`src/rtl/uart_rx_ctrl_if.sv`:
```
`default_nettype none
// ============================================================================
// Interface : uart_rx_ctrl_if
// Desc      : Received-byte valid/ready channel plus UART status pulses.
// Rev       : 1.0 - initial release
// ============================================================================
interface uart_rx_ctrl_if #(
  parameter int WIDTH = 8
);
  logic [WIDTH-1:0] rx_data;
  logic             rx_valid;
  logic             rx_ready;
  logic             frame_err;
  logic             overrun;
  logic             busy;

  modport master (
    output rx_data, rx_valid, frame_err, overrun, busy,
    input  rx_ready
  );

  modport slave (
    input  rx_data, rx_valid, frame_err, overrun, busy,
    output rx_ready
  );
endinterface
`default_nettype wire

```
`src/rtl/uart_rx_ctrl.sv`:
```
`default_nettype none
// ============================================================================
// Module : uart_rx_ctrl
// Desc   : Oversampling UART receiver with start qualification, stop-bit
//          check, break hold-off and a valid/ready output register.
// Rev    : 1.0 - initial release
// ============================================================================
module uart_rx_ctrl #(
  parameter int WIDTH    = 8,
  parameter int BAUD_DIV = 434
) (
  input  wire logic       clk,
  input  wire logic       reset_n,
  input  wire logic       rx,
  uart_rx_ctrl_if.master  bus
);

  localparam int CNT_W = $clog2(BAUD_DIV);
  localparam int BIT_W = $clog2(WIDTH + 1);

  localparam logic [CNT_W-1:0] C_HALF = CNT_W'(BAUD_DIV / 2 - 1);
  localparam logic [CNT_W-1:0] C_FULL = CNT_W'(BAUD_DIV - 1);
  localparam logic [BIT_W-1:0] C_LAST = BIT_W'(WIDTH - 1);

  typedef enum logic [2:0] {
    S_IDLE  = 3'd0,
    S_START = 3'd1,
    S_DATA  = 3'd2,
    S_STOP  = 3'd3,
    S_BREAK = 3'd4
  } state_t;

  state_t           r_state;
  logic [1:0]       r_sync;
  logic [CNT_W-1:0] r_baud_cnt;
  logic [BIT_W-1:0] r_bit_cnt;
  logic [WIDTH-1:0] r_shreg;
  logic             w_rx_s;

  assign w_rx_s = r_sync[1];

  always_ff @(posedge clk) begin
    if (!reset_n) begin
      r_state       <= S_IDLE;
      r_sync        <= 2'b11;
      r_baud_cnt    <= '0;
      r_bit_cnt     <= '0;
      r_shreg       <= '0;
      bus.rx_data   <= '0;
      bus.rx_valid  <= 1'b0;
      bus.frame_err <= 1'b0;
      bus.overrun   <= 1'b0;
      bus.busy      <= 1'b0;
    end else begin
      r_sync        <= {r_sync[0], rx};
      bus.frame_err <= 1'b0;
      bus.overrun   <= 1'b0;

      if (bus.rx_valid && bus.rx_ready) begin
        bus.rx_valid <= 1'b0;
      end

      case (r_state)
        S_IDLE: begin
          if (!w_rx_s) begin
            r_state    <= S_START;
            r_baud_cnt <= '0;
            bus.busy   <= 1'b1;
          end
        end

        S_START: begin
          if (r_baud_cnt == C_HALF) begin
            r_baud_cnt <= '0;
            if (w_rx_s) begin
              r_state  <= S_IDLE;
              bus.busy <= 1'b0;
            end else begin
              r_state   <= S_DATA;
              r_bit_cnt <= '0;
            end
          end else begin
            r_baud_cnt <= r_baud_cnt + CNT_W'(1);
          end
        end

        S_DATA: begin
          if (r_baud_cnt == C_FULL) begin
            r_baud_cnt <= '0;
            r_shreg    <= {w_rx_s, r_shreg[WIDTH-1:1]};
            r_bit_cnt  <= r_bit_cnt + BIT_W'(1);
            if (r_bit_cnt == C_LAST) begin
              r_state <= S_STOP;
            end
          end else begin
            r_baud_cnt <= r_baud_cnt + CNT_W'(1);
          end
        end

        S_STOP: begin
          if (r_baud_cnt == C_FULL) begin
            r_baud_cnt <= '0;
            if (w_rx_s) begin
              r_state  <= S_IDLE;
              bus.busy <= 1'b0;
              // A same-cycle accept frees the register for the new byte.
              if (!bus.rx_valid || bus.rx_ready) begin
                bus.rx_data  <= r_shreg;
                bus.rx_valid <= 1'b1;
              end else begin
                bus.overrun <= 1'b1;
              end
            end else begin
              r_state       <= S_BREAK;
              bus.frame_err <= 1'b1;
            end
          end else begin
            r_baud_cnt <= r_baud_cnt + CNT_W'(1);
          end
        end

        S_BREAK: begin
          // Hold off start detection until the line has gone idle again.
          if (w_rx_s) begin
            r_state    <= S_IDLE;
            r_baud_cnt <= '0;
            bus.busy   <= 1'b0;
          end
        end

        default: begin
          r_state    <= S_IDLE;
          r_baud_cnt <= '0;
          bus.busy   <= 1'b0;
        end
      endcase
    end
  end

endmodule
`default_nettype wire

```
`src/flat_wrapper.sv`:
```
// flat-port wrapper written by rule: the top's interface ports become plain ports
module uart_rx_ctrl_flat 
#(
  parameter int WIDTH    = 8,
  parameter int BAUD_DIV = 434
)
  (clk, reset_n, rx, bus_rx_data, bus_rx_valid, bus_frame_err, bus_overrun, bus_busy, bus_rx_ready);
  uart_rx_ctrl_if #(.WIDTH(WIDTH)) bus_i ();
  input  wire logic clk;
  input  wire logic reset_n;
  input  wire logic rx;
  output wire logic [$bits(bus_i.rx_data)-1:0] bus_rx_data;
  output wire logic [$bits(bus_i.rx_valid)-1:0] bus_rx_valid;
  output wire logic [$bits(bus_i.frame_err)-1:0] bus_frame_err;
  output wire logic [$bits(bus_i.overrun)-1:0] bus_overrun;
  output wire logic [$bits(bus_i.busy)-1:0] bus_busy;
  input wire logic [$bits(bus_i.rx_ready)-1:0] bus_rx_ready;
  assign bus_rx_data = bus_i.rx_data;
  assign bus_rx_valid = bus_i.rx_valid;
  assign bus_frame_err = bus_i.frame_err;
  assign bus_overrun = bus_i.overrun;
  assign bus_busy = bus_i.busy;
  assign bus_i.rx_ready = bus_rx_ready;
  uart_rx_ctrl #(.WIDTH(WIDTH), .BAUD_DIV(BAUD_DIV)) u_core (.clk(clk), .reset_n(reset_n), .rx(rx), .bus(bus_i));
endmodule
```
`config.mk`:
```
export PLATFORM = sky130hd
export DESIGN_NAME = uart_rx_ctrl_flat
export DESIGN_NICKNAME = d
export VERILOG_FILES = /design/src/rtl/uart_rx_ctrl_if.sv /design/src/rtl/uart_rx_ctrl.sv /design/src/flat_wrapper.sv
export SDC_FILE = /design/constraint.sdc
export NUM_CORES = 1
export LEC_CHECK = 0
export BUFFER_PORTS_ARGS = -buffer_cell sky130_fd_sc_hd__buf_2
export CAP_MARGIN = 20
export CELL_PAD_IN_SITES_DETAIL_PLACEMENT = 0
export CELL_PAD_IN_SITES_GLOBAL_PLACEMENT = 1
export CORE_UTILIZATION = 25
export CTS_BUF_LIST = sky130_fd_sc_hd__clkbuf_8
export DETAILED_ROUTE_END_ITERATION = 10
export GPL_TIMING_DRIVEN = 0
export PLACE_DENSITY_LB_ADDON = 0.05
export SKIP_CTS_REPAIR_TIMING = 1
export SLEW_MARGIN = 40
export SYNTH_ARGS = -nofsm -noshare
export SYNTH_HDL_FRONTEND = slang
export SYNTH_SLANG_ARGS = --single-unit
```
`constraint.sdc`:
```
create_clock -name clk -period 1.5 [get_ports clk]
set_input_delay 0.3 -clock clk [delete_from_list [all_inputs] [get_ports clk]]
set_output_delay 0.3 -clock clk [all_outputs]
set_load 0.05 [all_outputs]
```
* Word level (Yosys, flattened, before mapping)
Index checks and enable logic that the tools add are counted.
** Word-level totals
- Register bits :: 38
- Bits of input ports :: 4
- Output and inout port bits :: 12
- Logic and storage cells :: 71
** Operators by class
- $add $sub $neg :: 2
- Equal/unequal tests :: 14
- Multiplexer cells :: 30
- Bitwise operators :: 1
- Reduce and logical (&&, ||, !) cells :: 14
** Operators with widths (count)
- $mux W9 :: 4
- $pmux W9 S4 :: 1
- $mux W3 :: 7
- $reduce_and A4 Y1 :: 4
- $pmux W3 S5 :: 1
- $mux W4 :: 3
- $mux W1 :: 11
- $ne A2 B1 Y1 const B :: 5
- $add A9 B1 Y9 const B :: 1
- $eq A9 B8 Y1 const B :: 1
- $eq A9 B9 Y1 const B :: 1
- $pmux W4 S2 :: 1
- $eq A3 B2 Y1 const B :: 2
- $reduce_and A6 Y1 :: 1
- $pmux W1 S5 :: 1
- $add A4 B1 Y4 const B :: 1
- $eq A4 B3 Y1 const B :: 1
- $ne A2 B2 Y1 const B :: 2
- $reduce_and A2 Y1 :: 2
- $eq A3 B1 Y1 const B :: 1
- $eq A3 B3 Y1 const B :: 1
- $logic_not A3 Y1 :: 1
- $reduce_and A3 Y1 :: 1
- $mux W2 :: 1
- other kinds (6) :: 6

* Longest topological paths before layout
- Depth after elaboration :: 6
- Mapped depth :: 7
- Gate-level depth less buffers :: 6

* Worst setup path after synthesis
Ideal clock, no wire load.
- Kind :: reg-to-reg
- Start point :: register u_core.r_baud_cnt[0]
- End point :: register u_core.r_baud_cnt[7]
- Setup time :: 0.093 ns
- Arrival :: 1.459 ns
- Slack :: -0.052 ns
- Stages on the path, launching flop included :: 8
- Clock period less this slack :: 1.552 ns
- Path through :: dfxtp_1 -> inv_1 -> ha_1 -> and4bb_1 -> a21oi_2 -> buf_6 -> nor2_2 -> o311ai_2
** On the way
- Word-level cells in the longest chain between the ends :: 3
- Elaborated cells on any way between the ends :: 6
- Those cells by class :: add/sub: 1; eq/ne: 2; mux: 3
** Ends and longest elaborated chain
- start: declaration :: line uart_rx_ctrl.sv:35 : logic [CNT_W-1:0] r_baud_cnt;
- start signal: assignment :: line uart_rx_ctrl.sv:83 : r_baud_cnt <= r_baud_cnt + CNT_W'(1);
- start signal: assignment :: line uart_rx_ctrl.sv:96 : r_baud_cnt <= r_baud_cnt + CNT_W'(1);
- start signal: assignment :: line uart_rx_ctrl.sv:118 : r_baud_cnt <= r_baud_cnt + CNT_W'(1);
- $add A9 B1 Y9, or another cell as far along :: line uart_rx_ctrl.sv:83, uart_rx_ctrl.sv:96, uart_rx_ctrl.sv:118
- $mux W9 (on tied branches) :: line uart_rx_ctrl.sv:88, uart_rx_ctrl.sv:101, uart_rx_ctrl.sv:73
- $pmux W9 S4 (*) :: line uart_rx_ctrl.sv:63 : case (r_state)
Every way passes the cells marked *; elsewhere a longest branch is shown, timed or not.
A chain may end at the register's enable or synchronous reset.

* Final worst setup path
- Start point :: register u_core.r_baud_cnt[1]
- End point :: register u_core.r_shreg[6]
** On the way
- Word-level cells in the longest chain between the ends :: 2
** Ends and longest elaborated chain
- $eq A9 B9 Y1 :: line uart_rx_ctrl.sv:88 : if (r_baud_cnt == C_FULL) begin
- $reduce_and A2 Y1 (no line)
- end signal: assignment :: line uart_rx_ctrl.sv:90 : r_shreg <= {w_rx_s, r_shreg[WIDTH-1:1]};
- end: declaration :: line uart_rx_ctrl.sv:37 : logic [WIDTH-1:0] r_shreg;
Every way passes these cells.

==> results.md <==
- Outcome: finished, violations left
- Failing checks: setup timing
- Total CTS buffers: 5
- Layout area overhead: 36.6%
- H-tree depth: 2
- Post-synthesis cell area: 0.00183 sq mm
- CTS Buffer Depth: 2
- Worst-margin pin slew: 544 ps
- Simple-gate share of the synthesized area: 29.6%
- Root buffer cell: clkbuf_8
- First-pass GRT wire length: 7750 um
- Placed insts: around 330
- Clk sinks: 38
- Placeable Area: 0.00694 sq mm
- Syn avg cell area: between 8 and 9 sq um
- Max Clk Rate: 0.590 GHz
- RSZ-0062 raised after global routing: yes
- Gp weighted congestion: 0.761
- Utilization after layout: 36.0%
- Die height: roughly 88 um
- WL final: 4970 um
- Placed instance area: 0.00204 sq mm
- Final nets: 265
- Overall power: 2.83 mW
- Boundary Pins: 16
- Max layer used: met4
- Post-synth top flop: dfxtp_1
- Initial core utilization: 26.4%
- PwrDens: roughly 1100 mW/mm^2
- Count of pins over their slew limit: 0
- Worst EP arrival: 1850 ps
- HP Class: primary input to register
- Initial drt markers: 29
- Initial antenna violation count: 0
- Max-cap violations: 0
- Setup_tns: -3890 ps
- Pin count of the biggest net entering global routing: 12
- Final hold slack: 193 ps
- Sequential area share after synthesis: 41.6%
- Post-synth net total: 223
- Final setup viols: 35
- Number of nets with antenna violations after routing: 0
- CTS clk-pin slew, worst paths: 80 ps
- Grt ovf: 0
- Die area: 0.00767 sq mm
- DRC viols: 0
- Crit path launch type: register
- Mux share of post-synthesis cell area: 1.64%
- Fin area: ~0.0025 sq mm
- Post-synthesis register bit count: 38
- Synth area leader: dfxtp_1
- Distinct cells, synth: 46
- Critical path type: register to register
- Rel. slew slack: 63.7%
- Req. time, crit path: 1660 ps
- Routed wl met3: between 90 and 100 um
- Async set-reset flop share out of synthesis: 0%
- Maximum VDD drop: 0.505 mV
- Skew-Pair Late Insertion Delay: 290 ps
- Yosys warns: 0
- Endpoints failing hold: 0
- N_diodes: 0
- Fraction of layout cells with a size suffix above 1: 33.9%
- Detailed Place HPWL: ~3300 um
- Drt pass-1 iters: 2
- Number of port buffers: 15
- Post-Synth Adder-Cell Area: under 10%
- Xor/xnor share of the synthesized area: 0.957%
- Post-layout minimum cycle time: 1690 ps
- Count leader, synth: dfxtp_1
- Wl on met1: 2430 um
- Num rows: 30
- Via Count: between 1500 and 2000
- Synth Instances: 215
- Post-synth top cells: dfxtp_1 (38), a21oi_1 (29), nand2_1 (25)
- Place WS: -317 ps
- Static leakage: a little over 0.9 nW
- CP endpoint kind: register
- Final Cycle Share: 113%
- Skew final: approximately 7.5 ps
- Final cell count without fillers: 353
- Die Span X: just under 90 um
- Final setup margin: -195 ps
- Critical path peak fanout: 5
- Gr usage total: 13.4%
- Dominant cells by area after synthesis: dfxtp_1 (42%), a21oi_1 (7.9%), nand3_1 (6.6%)
- Met2 wire length: 2420 um
- Largest family of logic cells by synthesized area: simple AND/OR/NAND/NOR gates
- Vias per inst: 4.69
- WL/cell: about 14 um
- Synth top area share: 41.6%
- CTS tree: yes
- Synth Area in Compound Gates: 18.2%
- EDFF count, synth: 0
- Vias in the first global route: between 1000 and 1500
==> cells by family (layout without fill, tap and decap cells) <==
kind of cell             count (synthesis)  count (layout)
XOR/XNOR                                 2               2
flip-flops                              38              38
buffers and inverters                   18              60
AO/OA/AOI/OAI                           56              56
multiplexers                             3               3
AND/OR/NAND/NOR                         94              94
adder cells (fa/ha/maj)                  4               4
==> critical path, stage by stage (launching register included) <==
cell and delay [ps]:
dfxtp_4 370, inv_4 60, ha_4 110, and4b_2 310
nand4_1 240, buf_4 230, buf_6 130, nand2_1 60
a21oi_1 60
==> final timing paths <==
path,startpoint,to,slack [ps],depth (start not counted)
setup reg to reg,u_core.r_baud_cnt[1],u_core.r_shreg[6],-190,8
setup / recovery,u_core.r_baud_cnt[1],u_core.r_shreg[6],-190,8
hold reg to reg,u_core.r_sync[0],u_core.r_sync[1],410,1
hold / removal,rx,u_core.r_sync[0],190,2
==> state kept, by name, indices dropped and copies added, names as in the netlist <==
name and cells:
u_core.bus.overrun 1, u_core.bus.rx_data 8, u_core.bus.busy 1, u_core.r_sync 2, u_core.r_shreg 8, u_core.r_state 3, u_core.bus.frame_err 1, u_core.r_bit_cnt 4
u_core.bus.rx_valid 1, u_core.r_baud_cnt 9
==> where the power goes <==
group	total, mW	switching [mW]	internal (mW)
Clock	0.899	0.366	0.532
Sequential	1.09	0.0362	1.05
Combinational	0.845	0.442	0.403
Total	2.83	0.845	1.99
==> per-layer routing <==
layer	GRT usage, %	vias up
met1	17.3	785
met2	22.4	14
met5	0	-
met3	2.83	3
met4	4.02	0
li1	-	854
==> layout make-up <==
type                    count  area, sq um
fillers                   736         4440
multi-input cells         159         1110
flip-flops and latches     38          769
repair buffers             35          262
well taps                  96          120
plain buffers              14          111
clock buffers               6         82.6
clock inverters             1         30.0
inverters                   4         20.0
==> layout by cell type, fill, tap and decap left out, types with 3 or more instances in the layout <==
| cell | count |
|---|---|
| nand2_2 | 3 |
| o21ai_1 | 3 |
| clkbuf_8 | 6 |
| a21oi_2 | 4 |
| buf_6 | 9 |
| nor2b_1 | 3 |
| nand2_1 | 21 |
| nor3_1 | 5 |
| dfxtp_1 | 35 |
| clkbuf_1 | 5 |
| a21oi_1 | 25 |
| buf_2 | 15 |
| nand2b_1 | 5 |
| o21ai_0 | 7 |
| o21a_1 | 4 |
| nor2_1 | 4 |
| mux2i_1 | 3 |
| nand4_1 | 4 |
| o22ai_1 | 4 |
| buf_4 | 15 |
| nand3_1 | 23 |
No activity file was read; power rests on OpenSTA's default activity.
